--- config.mk ---
export PLATFORM = sky130hd
export DESIGN_NAME = des_key_schedule
export DESIGN_NICKNAME = d
export VERILOG_FILES = /design/src/rtl/des_key_schedule.sv
export SDC_FILE = /design/constraint.sdc
export NUM_CORES = 1
export LEC_CHECK = 0
export CAP_MARGIN = 20
export CORE_MARGIN = 1
export CORE_UTILIZATION = 35
export DETAILED_ROUTE_END_ITERATION = 7
export SYNTH_ARGS = -nofsm -noshare
export SYNTH_HDL_FRONTEND = slang
export SYNTH_SLANG_ARGS = --single-unit
--- constraint.sdc ---
create_clock -name clk -period 2.45 [get_ports clk]
set_input_delay 0.245 -clock clk [delete_from_list [all_inputs] [get_ports clk]]
set_output_delay 0.245 -clock clk [all_outputs]
set_load 0.005 [all_outputs]
--- src/rtl/des_key_schedule.sv ---
// rtl/des_key_schedule.sv - DES round-key generator (PC-1, C/D rotation, PC-2); optional KEY_PARITY_CHECK_EN adds parity_err
module des_key_schedule (
    input  logic        clk,
    input  logic        n_rst,
    input  logic        key_load,
    input  logic [63:0] key_in,
    input  logic        decrypt,
    input  logic        advance,
    output logic [47:0] round_key,
    output logic [3:0]  round_num,
    output logic        key_valid,
    output logic        last_round
`ifdef KEY_PARITY_CHECK_EN
    ,
    output logic        parity_err
`endif
);

    typedef enum logic {IDLE, RUN} state_t;

    localparam int PC1 [0:55] = '{
        57, 49, 41, 33, 25, 17,  9,  1, 58, 50, 42, 34, 26, 18,
        10,  2, 59, 51, 43, 35, 27, 19, 11,  3, 60, 52, 44, 36,
        63, 55, 47, 39, 31, 23, 15,  7, 62, 54, 46, 38, 30, 22,
        14,  6, 61, 53, 45, 37, 29, 21, 13,  5, 28, 20, 12,  4};

    localparam int PC2 [0:47] = '{
        14, 17, 11, 24,  1,  5,  3, 28, 15,  6, 21, 10,
        23, 19, 12,  4, 26,  8, 16,  7, 27, 20, 13,  2,
        41, 52, 31, 37, 47, 55, 30, 40, 51, 45, 33, 48,
        44, 49, 39, 56, 34, 53, 46, 42, 50, 36, 29, 32};

    // FIPS bit n of a W-bit vector lives at index W-n.
    function automatic logic [55:0] pc1_f(input logic [63:0] k);
        logic [55:0] r;
        r = '0;
        for (int i = 0; i < 56; i++) r[6'(55 - i)] = k[6'(64 - PC1[i])];
        return r;
    endfunction

    function automatic logic [47:0] pc2_f(input logic [55:0] cd);
        logic [47:0] r;
        r = '0;
        for (int i = 0; i < 48; i++) r[6'(47 - i)] = cd[6'(56 - PC2[i])];
        return r;
    endfunction

    function automatic logic [27:0] rotl(input logic [27:0] x, input logic by_two);
        return by_two ? {x[25:0], x[27:26]} : {x[26:0], x[27]};
    endfunction

    function automatic logic [27:0] rotr(input logic [27:0] x, input logic by_two);
        return by_two ? {x[1:0], x[27:2]} : {x[0], x[27:1]};
    endfunction

    state_t      state_q, state_d;
    logic [27:0] c_q, c_d, d_q, d_d;
    logic        dir_q, dir_d;
    logic [3:0]  round_q, round_d;
    logic [55:0] pc1_key;
    logic [4:0]  next_j;
    logic        shift_two;

    assign pc1_key = pc1_f(key_in);

    // Round whose shift is applied on the next advance: j=r+2 forward, j=16-r backward.
    assign next_j    = dir_q ? (5'd16 - {1'b0, round_q}) : ({1'b0, round_q} + 5'd2);
    assign shift_two = !(next_j == 5'd1 || next_j == 5'd2 || next_j == 5'd9 || next_j == 5'd16);

    always_comb begin
        state_d = state_q;
        c_d     = c_q;
        d_d     = d_q;
        dir_d   = dir_q;
        round_d = round_q;
        if (key_load) begin
            state_d = RUN;
            dir_d   = decrypt;
            round_d = 4'd0;
            c_d     = decrypt ? pc1_key[55:28] : rotl(pc1_key[55:28], 1'b0);
            d_d     = decrypt ? pc1_key[27:0]  : rotl(pc1_key[27:0], 1'b0);
        end else if (state_q == RUN && advance) begin
            if (round_q == 4'd15) begin
                state_d = IDLE;
                round_d = 4'd0;
            end else begin
                round_d = round_q + 4'd1;
                c_d     = dir_q ? rotr(c_q, shift_two) : rotl(c_q, shift_two);
                d_d     = dir_q ? rotr(d_q, shift_two) : rotl(d_q, shift_two);
            end
        end
    end

    always_ff @(posedge clk or negedge n_rst) begin
        if (!n_rst) begin
            state_q <= IDLE;
            c_q     <= '0;
            d_q     <= '0;
            dir_q   <= 1'b0;
            round_q <= 4'd0;
        end else begin
            state_q <= state_d;
            c_q     <= c_d;
            d_q     <= d_d;
            dir_q   <= dir_d;
            round_q <= round_d;
        end
    end

    assign key_valid  = (state_q == RUN);
    assign round_num  = round_q;
    assign last_round = key_valid && (round_q == 4'd15);
    assign round_key  = key_valid ? pc2_f({c_q, d_q}) : 48'h0;

`ifdef KEY_PARITY_CHECK_EN
    // DES key bytes must have odd parity; any even byte flags the key.
    function automatic logic any_even_byte(input logic [63:0] k);
        logic bad;
        bad = 1'b0;
        for (int b = 0; b < 8; b++) bad = bad | ~(^k[b*8 +: 8]);
        return bad;
    endfunction

    logic parity_err_q;

    always_ff @(posedge clk or negedge n_rst) begin
        if (!n_rst)        parity_err_q <= 1'b0;
        else if (key_load) parity_err_q <= any_even_byte(key_in);
    end

    assign parity_err = parity_err_q;
`endif

endmodule

Yosys cells after proc, flatten, opt, wreduce, memory -nomap -nowiden. Index checks and enable logic that the tools add are counted.

Register bits after elaboration: 62.

$add $sub $neg: 3. Equality and inequality tests: 6. Muxes and demuxes: 22. Reductions and logical operators: 9.

Operator list (count): 28-bit 2-to-1 mux (13); 32-bit 2-to-1 mux (1); 4-bit 2-to-1 mux (3); 5-bit 2-to-1 mux (2); 4-bit by 2-bit adder with 5-bit output (second input constant) (1); 5-bit by 1-bit equality test with 1-bit output (second input constant) (1); 5-bit by 2-bit equality test with 1-bit output (second input constant) (1); 5-bit by 4-bit equality test with 1-bit output (second input constant) (1); 5-bit equality test (second input constant) (1); 5-bit by 4-bit subtractor with 5-bit output (first input constant) (1); 4-bit by 1-bit adder with 4-bit output (second input constant) (1); 4-bit equality test (second input constant) (1); 2-bit AND reduction (2); 2-bit nonzero test (2); 1-bit logical OR (3); 1-bit 2-to-1 mux (3); 1-bit logical AND (2); 2-bit != test (second input constant) (1).

Longest topological paths before layout. Gate-level depths: netlist (run 1).

Depth after elaboration: 11. Depth in mapped cells: 11. Depth with buffers taken out: 8.

Worst setup path before layout (run 1). OpenSTA, ideal clock, no wires.

Path type: flip-flop to flip-flop. From: register round_q[0] (netlist: round_num[0]). To: register d_q[0]. Library setup time: 136 ps. Arrival time: 2328 ps. Data required time: 2314 ps. Path slack: -14 ps. Stages on the path, launching flop included: 11. Path buffers: 2. Period minus slack after synthesis: 2464 ps. Cell sequence: dfrtp_1 -> buf_6 -> inv_1 -> ha_1 -> o21bai_1 -> and3b_1 -> o2111a_1 -> buf_2 -> mux2_2 -> a221oi_1 -> a31oi_1.

Word-level cells in the longest chain between the ends: 11.

RTL lines: start, declared (RTL line 59) `logic [3:0] round_q, round_d;`; start signal, assigned (RTL line 106) `round_q <= round_d;`; 5-bit by 4-bit subtractor with 5-bit output or 4-bit by 2-bit adder with 5-bit output (tied branches) (RTL line 67) `assign next_j = dir_q ? (5'd16 - {1'b0, round_q}) : ({1'b0, round_q} + 5'd2);`; 5-bit 2-to-1 mux (RTL line 67); 5-bit by 1-bit equality test with 1-bit output or 5-bit by 2-bit equality test with 1-bit output (tied branches) (RTL line 68) `assign shift_two = !(next_j == 5'd1 || next_j == 5'd2 || next_j == 5'd9 || next_j == 5'd16);`; 1-bit logical OR (3 in a row) (RTL line 68); 28-bit 2-to-1 mux (on tied branches) (RTL line 49, 53); 28-bit 2-to-1 mux (RTL line 89) `d_d = dir_q ? rotr(d_q, shift_two) : rotl(d_q, shift_two);`; 28-bit 2-to-1 mux (RTL line 83) `if (round_q == 4'd15) begin`; 28-bit 2-to-1 mux (RTL line 82) `end else if (state_q == RUN && advance) begin`; 28-bit 2-to-1 mux (RTL line 76) `if (key_load) begin`; end signal, assigned (RTL line 98) `d_q <= '0;`; end signal, assigned (RTL line 104) `d_q <= d_d;`; end, declared (RTL line 57) `logic [27:0] c_q, c_d, d_q, d_d;`.

Parallel ways exist; a longest one is shown, timed or not. The select of a mux whose other input is x is not followed. A chain may end at the register's enable or synchronous reset.

Worst setup path after layout (run 1).
From: register round_q[1] (netlist: round_num[1]). To: register d_q[5].

The elaborated chain is that of the path after synthesis.

==> metrics.md, run 1 <==
| Metric | Value |
|---|---|
| Hpwl dp | a little under 9000 microns |
| # DRC | 0 |
| Hold Vio Cnt, Final | 0 |
| Fin nets | 657 |
| Core Rows | between 40 and 50 |
| Sequential area share after synthesis | between 30% and 40% |
| Post-route insts no fill | 760 |
| Clk slew on worst S/H paths | 0.06 ns |
| Commonest non-fill, non-tap cells in the layout | nor2_1 (85), dfrtp_1 (61), clkdlybuf4s50_1 (51), o21ai_0 (37), a221o_1 (34) |
| Measured slew at the worst slew-check pin | 0.667 ns |
| Placement Setup Slack | 0.00756 ns |
| Htree depth | 3 |
| Synth Register Bits | 62 |
| Port bufs | 52 |
| Max Cap Viol | 0 |
| R2r worst-path depth | 8 |
| P&R area growth vs syn | 27.6% |
| RSZ-0062 raised after global routing | true |
| Antenna diodes | 0 |
| Clock Path Buffers | 2 |
| Die width | 117 microns |
| Clock sink total | 62 |
| Largest net degree at the start of global routing | 73 |
| Clock Skews | 0.00691 ns |
| Core ar. | around 13000 sq um |
| PwrDens | 653 nW/um^2 |
| CTS tree | yes |
| Worst r2r src | round_num[1] |
| First-pass GRT wire length | 22300 microns |
| Reg-to-reg endpoint | d_q[5] |
| Pre-antenna DRT Iters | 5 |
| Vias in the first global route | 4240 |
| Crit-path max cell delay | 0.41 ns |
| Reg2reg setup slack | 0.03 ns |
| Worst path slowest cell | dfrtp_1 |
| Async SR Flop Fraction | 100% |
| WS Path Type | reg2reg |
| Pwr Total | a little under 0.004 W |
| Starting density of the core | 36.3% |
| CTS buffer count | 9 |
| Leakage | 2.39 nW |
| Antenna Nets Post-Route | 0 |
| Startpoint class of the critical path | flip-flop |
| Total gr overflow | 0 |
| Routed vias/inst | 5.94 |
| Clock Root Buffer | clkbuf_16 |
| Mean post-synth cell area | approximately 8.7 sq um |
| DR vias | ~4500 |
| Peak VDD IR | 339 uV |
| Die area | 13700 sq um |
| Synth cell types | 47 |
| Initial antenna violation count | 0 |
| Ys flop type | dfrtp_1 |
| Tcrit/Tclk final | 98.6% |
| Outcome | finished, final reports clean |
| Synth warn | 0 |
| Final wirelength | 13700 microns |
| Mapped Area | roughly 4600 sq um |
| Finish-stage setup viols | 0 |
| Worst-Skew Late Latency | 0.34 ns |
| Tmin final | 2.42 ns |
| Worst EP required | 2.67 ns |
| Final GP Congestion | 0.850 |
| Crit Path Max Fanout | 4 |
| Die Ht | approximately 120 microns |
| Util after Layout | between 40% and 50% |
| Ports | 123 |
| Layout cell share with drive strength beyond 1 | 18.7% |
| Commonest non-fill, non-tap cell in the layout | nor2_1 |
| DRT iter0 DRCs | 470 |
| Post-synth EDFFs | 0 |
| Hold Path Class | in2async |
| Critical-path cell list | ha_1 -> or3_4 -> a221oi_4 -> a41o_1 -> nor2_2 -> buf_4 -> a221o_1 -> a32o_1 |
| Buf/Inv on CP | 1 |
| Relative slew slack | 55.5% |
| Crit-path leading delay family | compound AO/OA/AOI/OAI gates |
| Syn Inst Count | 535 |
| Drt wl/cell | 18.0 microns |
| Worst Path Arrival | about 2.6 ns |
| Crit end category | flip-flop |
| Global Route Usage Sum | 21.1% |
| DP Cell Count | 740 |
| Fin worst setup slack | around 0.034 ns |
| Final Max Tran Viols | 0 |
| Peak Freq | 0.414 GHz |
-- state kept, by name, indices dropped and copies added (netlist names) --
signal     cells
round_num      4
key_valid      1
c_q           28
dir_q          1
d_q           28
-- routing by layer --
layer  share of wire, %  GRT usage (%)
met1                 46           28.2
met2                 47           34.3
met3                5.9           4.22
met4                2.0           7.00
met5                  0              0
-- worst register-to-register path, stage by stage, from the launching register on --
cell      delay [ns]
dfrtp_1         0.41
ha_1            0.25
or3_4           0.40
a221oi_4        0.26
a41o_1          0.20
nor2_2          0.07
buf_4           0.15
a221o_1         0.30
a32o_1          0.27
-- worst max path at each step --
stage	startpoint	endpoint	cells after the start
finish	round_num[1]	d_q[5]	8
global route	round_num[2]	d_q[0]	10
CTS	round_num[1]	c_q[4]	9
detailed placement	round_num[1]	d_q[0]	9
global placement	round_num[1]	c_q[4]	9
floorplan	round_num[0]	c_q[10]	11
-- synth_stat cells (3+ instances only) --
master | number | share of area [%]
and2_1 | 27 | 3.6
nor2b_1 | 4 | 0.54
dfrtp_1 | 62 | 33
o221ai_1 | 4 | 0.76
buf_2 | 11 | 1.2
a32oi_1 | 3 | 0.57
nor3_1 | 4 | 0.43
nand3_1 | 31 | 3.3
mux2_2 | 25 | 6.1
nand2_1 | 13 | 1.1
and3_1 | 4 | 0.54
mux2i_1 | 9 | 1.9
buf_4 | 23 | 3.7
a221o_1 | 34 | 7.3
clkbuf_1 | 37 | 3.0
nor2_1 | 88 | 7.1
a21oi_1 | 6 | 0.65
o211ai_1 | 3 | 0.49
inv_1 | 4 | 0.32
o21ai_0 | 38 | 4.1
a32o_1 | 32 | 6.9
buf_6 | 4 | 0.97
ha_1 | 5 | 1.3
a22oi_1 | 4 | 0.65
a31oi_1 | 22 | 3.0
a221oi_1 | 12 | 2.3
-- through the flow --
step                instance area (sq um)  hold WS (ns)  setup TNS [ns]
global route                         5920         0.515          -0.802
finish                               5920         0.453               0
floorplan                            4720       -0.0506               0
CTS                                  5760         0.490               0
global placement                     5420         0.290               0
detailed placement                   5420         0.291               0
-- layout make-up --
type	count	area (sq um)
sequential	62	1550
multi-input combinational	413	2870
clock inverter	5	82.6
fill	1207	6860
inverter	4	15.0
clock buffer	11	243
tap	172	215
timing repair buffer	93	941
-- power breakdown --
part           switching [W]  internal [W]  total (W)  leakage, nW
clock network       0.000482      0.000918    0.00140        0.148
logic               0.000576      0.000584    0.00116         1.44
registers           0.000170       0.00113    0.00130        0.804
-- repair_timing --
action	in CTS	in global routing
pin swaps	1	2
gates resized for setup	1	26
setup buffers	0	3
endpoints found under the hold margin	62	0
cloned	0	0
endpoints found under the setup margin	2	49
hold buffers	1	0
-- kinds of logic (layout without fill, tap and decap cells) --
kind of cell / after synthesis / after routing / synth area share [%]
xor gates and xnor gates: 2 / 2 / 0.378
buffers and inverters: 81 / 113 / 9.36
AOI/OAI and AO/OA: 172 / 172 / 29.6
other: 1 / 22 / 0.0809
and+or+nand+nor: 178 / 178 / 17.7
DFF: 62 / 62 / 33.5
muxes: 34 / 34 / 8.01
adders and majority gates: 5 / 5 / 1.35
Note: power is estimated with default switching activity, not from simulation.
==> run 2, diff against run 1 <==
- CORE_ASPECT_RATIO: default -> 1.25
- SLEW_MARGIN: default -> 20
==> run 2 against run 1 <==
  * Worst hold slack got worse by 0.0043 ns
  * Sequential power hardly changed
  * Total power rose by 2.5%
  * Count of clock-buffer cells in the layout is 2 lower
  * Non-clock buffer count increased by 16
  * Clock power is essentially flat
  * Sequential share of layout area down 1.0 points
  * Flip-flop and latch count unchanged
  * Clock skew increased by 0.0020 ns
  * Largest power group unchanged
  * Highest routed layer unchanged
==> metrics.md, run 2 (synthesized netlist as in run 1, its figures left out) <==
| Metric | Value |
|---|---|
| Critical-path cell list | inv_2 -> buf_4 -> ha_4 -> nand3b_1 -> nand2_2 -> o2111a_2 -> clkbuf_16 -> mux2_4 -> a221oi_2 -> a31oi_1 |
| Hold Path Class | in2async |
| Hpwl dp | 9090 microns (+4.7%) |
| Relative slew slack | 55.4% (-0.13 points) |
| Port bufs | 52 (unchanged) |
| Commonest non-fill, non-tap cell in the layout | nor2_1 |
| Final Max Tran Viols | 0 (unchanged) |
| Final wirelength | 14500 microns (+5.5%) |
| Clock sink total | 62 (unchanged) |
| Crit-path max cell delay | 0.40 ns (about the same) |
| Peak Freq | 0.414 GHz (about the same) |
| Hold Vio Cnt, Final | 0 (unchanged) |
| Post-DP Area | 5440 sq um (+0.28%) |
| Outcome | finished, final reports clean |
| Drt wl/cell | 18.7 microns (+3.9%) |
| Vias in the first global route | 4352 (+2.6%) |
| Routed vias/inst | 5.96 (+0.32%) |
| Die area | 13700 sq um (about the same) |
| Crit Path Max Fanout | 6 (+2) |
| Cell area after layout | 6160 sq um (+4.1%) |
| Fillers | 1223 (+1.3%) |
| CTS tree | yes |
| Antenna Nets Post-Route | 0 (unchanged) |
| Starting density of the core | 36.1% (-0.17 points) |
| Final GP Congestion | 0.852 (+0.20%) |
| Fin nets | 673 (+2.4%) |
| Max Cap Viol | 0 (unchanged) |
| Ports | 123 (unchanged) |
| Commonest non-fill, non-tap cells in the layout | nor2_1 (83), dfrtp_1 (61), clkdlybuf4s50_1 (51), buf_4 (39), o21ai_0 (36) |
| WS Path Type | reg2reg |
| Pre-antenna DRT Iters | 5 (unchanged) |
| FF/Latch Area | 1550 sq um (unchanged) |
| Finish-stage setup viols | 0 (unchanged) |
| Tmin final | 2.42 ns (+0.00210 ns) |
| Global Route Usage Sum | 21.2% (+0.043 points) |
| PwrDens | 643 nW/um^2 (-1.5%) |
| Clock Path Buffers | 2 (unchanged) |
| DRT iter0 DRCs | 382 (-19%) |
| Leakage | 2.52 nW (+5.4%) |
| Startpoint class of the critical path | flip-flop |
| Util after Layout | 48.0% (+1.7 points) |
| Antenna diodes | 0 (unchanged) |
| Core ar. | 12800 sq um (+0.48%) |
| Peak VDD IR | 280 uV (-18%) |
| First-pass GRT wire length | 22900 microns (+2.9%) |
| Worst path slowest cell | dfrtp_1 |
| Worst EP required | 2.66 ns (about the same) |
| Clock Root Buffer | clkbuf_16 |
| Die width | 105 microns (-10%) |
| Largest net degree at the start of global routing | 73 (unchanged) |
| # DRC | 0 (unchanged) |
| Core Rows | 46 (+12%) |
| Initial antenna violation count | 0 (unchanged) |
| Crit end category | flip-flop |
| Clk slew on worst S/H paths | 0.06 ns (about the same) |
| Worst Path Arrival | 2.63 ns (about the same) |
| Layout cell share with drive strength beyond 1 | 22.5% (+3.8 points) |
| Worst-Skew Late Latency | 0.33 ns (about the same) |
| Die Ht | 131 microns (+12%) |
| Measured slew at the worst slew-check pin | 0.667 ns (-0.0000739 ns) |
| DR vias | 4603 (+1.9%) |
| Total gr overflow | 0 (unchanged) |
| Clock Skews | 0.00894 ns (+0.00203 ns) |
| Tcrit/Tclk final | 98.7% (about the same) |
| P&R area growth vs syn | 32.8% |
| CTS buffer count | 9 (unchanged) |
| Htree depth | 3 (unchanged) |
| Multi-input logic area | 2950 sq um (+2.9%) |
| Setup Total Neg Slack | 0 ns (unchanged) |
| RSZ-0062 raised after global routing | true |
[run 2: cell types whose count changed in the layout (fill, tap and decap cells not counted), moves of 3 or more]
cell | previous run | this run
buf_4 | 28 | 39
buf_6 | 4 | 8
mux2_2 | 25 | 21
mux2_4 | 0 | 4
clkinv_4 | 0 | 3
[run 2: area by class of cell]
class,instances,share of cell area [%]
multi-input cells,413,47.9
flip-flops and latches,62,25.2
repair buffers,109,18.0
clock buffers,9,3.66
well taps,168,3.41
clock inverters,7,1.60
inverters,4,0.244
[run 2: repair_timing]
action,4_1_cts,5_1_grt
hold endpoints to repair,62,0
setup buffers,3,7
gates resized for setup,10,41
pin swaps,3,23
endpoints found under the setup margin,33,50
hold buffers,1,0
cloned,1,2
[run 2: report_power, final]
group          leakage, nW  switching, W  internal, W
clock                0.156      0.000501     0.000893
sequential           0.804      0.000180      0.00113
combinational         1.56      0.000605     0.000650
total                 2.52       0.00129      0.00267
[run 2: path summary, 6_finish.rpt]
| kind | to | cells after the start | slack, ns | startpoint |
|---|---|---|---|---|
| worst min-delay path | c_q[16] | 3 | 0.45 | n_rst |
| min in group clk | c_q[27] | 1 | 0.57 | c_q[27] |
| worst max-delay path | d_q[12] | 10 | 0.03 | round_num[1] |
| max in group asynchronous | dir_q | 3 | 1.69 | n_rst |
| worst min register to register | c_q[27] | 1 | 0.57 | c_q[27] |
| worst max register to register | d_q[12] | 10 | 0.03 | round_num[1] |
[run 2: through the flow]
stage | hold slack, ns | total power [W] | setup WS (ns) | std cells
floorplan | -0.0506 | 0.00197 | 0.00394 | 556
global placement | 0.293 | 0.00240 | 0.0166 | 742
detailed placement | 0.295 | 0.00242 | -0.0485 | 742
CTS | 0.460 | 0.00388 | -0.0397 | 763
global route | 0.515 | 0.00415 | -0.0732 | 772
finish | 0.448 | 0.00396 | 0.0321 | 772
[run 2: metal layers]
layer	up-vias	part of all wire (%)	global-route usage [%]
met5	-	0	0
met4	0	1.8	8.29
met3	22	5.0	3.52
met2	174	52	37.1
met1	2278	41	26.2
li1	2129	-	-
[run 2: critical path: cells and delay by family, from the launching register on]
kind | cells | cell delay [ns]
buffers and inverters | 3 | 0.40
flip-flops | 1 | 0.40
multiplexers | 1 | 0.30
AND/OR/NAND/NOR | 2 | 0.31
AO/OA/AOI/OAI | 3 | 0.74
adder cells (fa/ha/maj) | 1 | 0.15
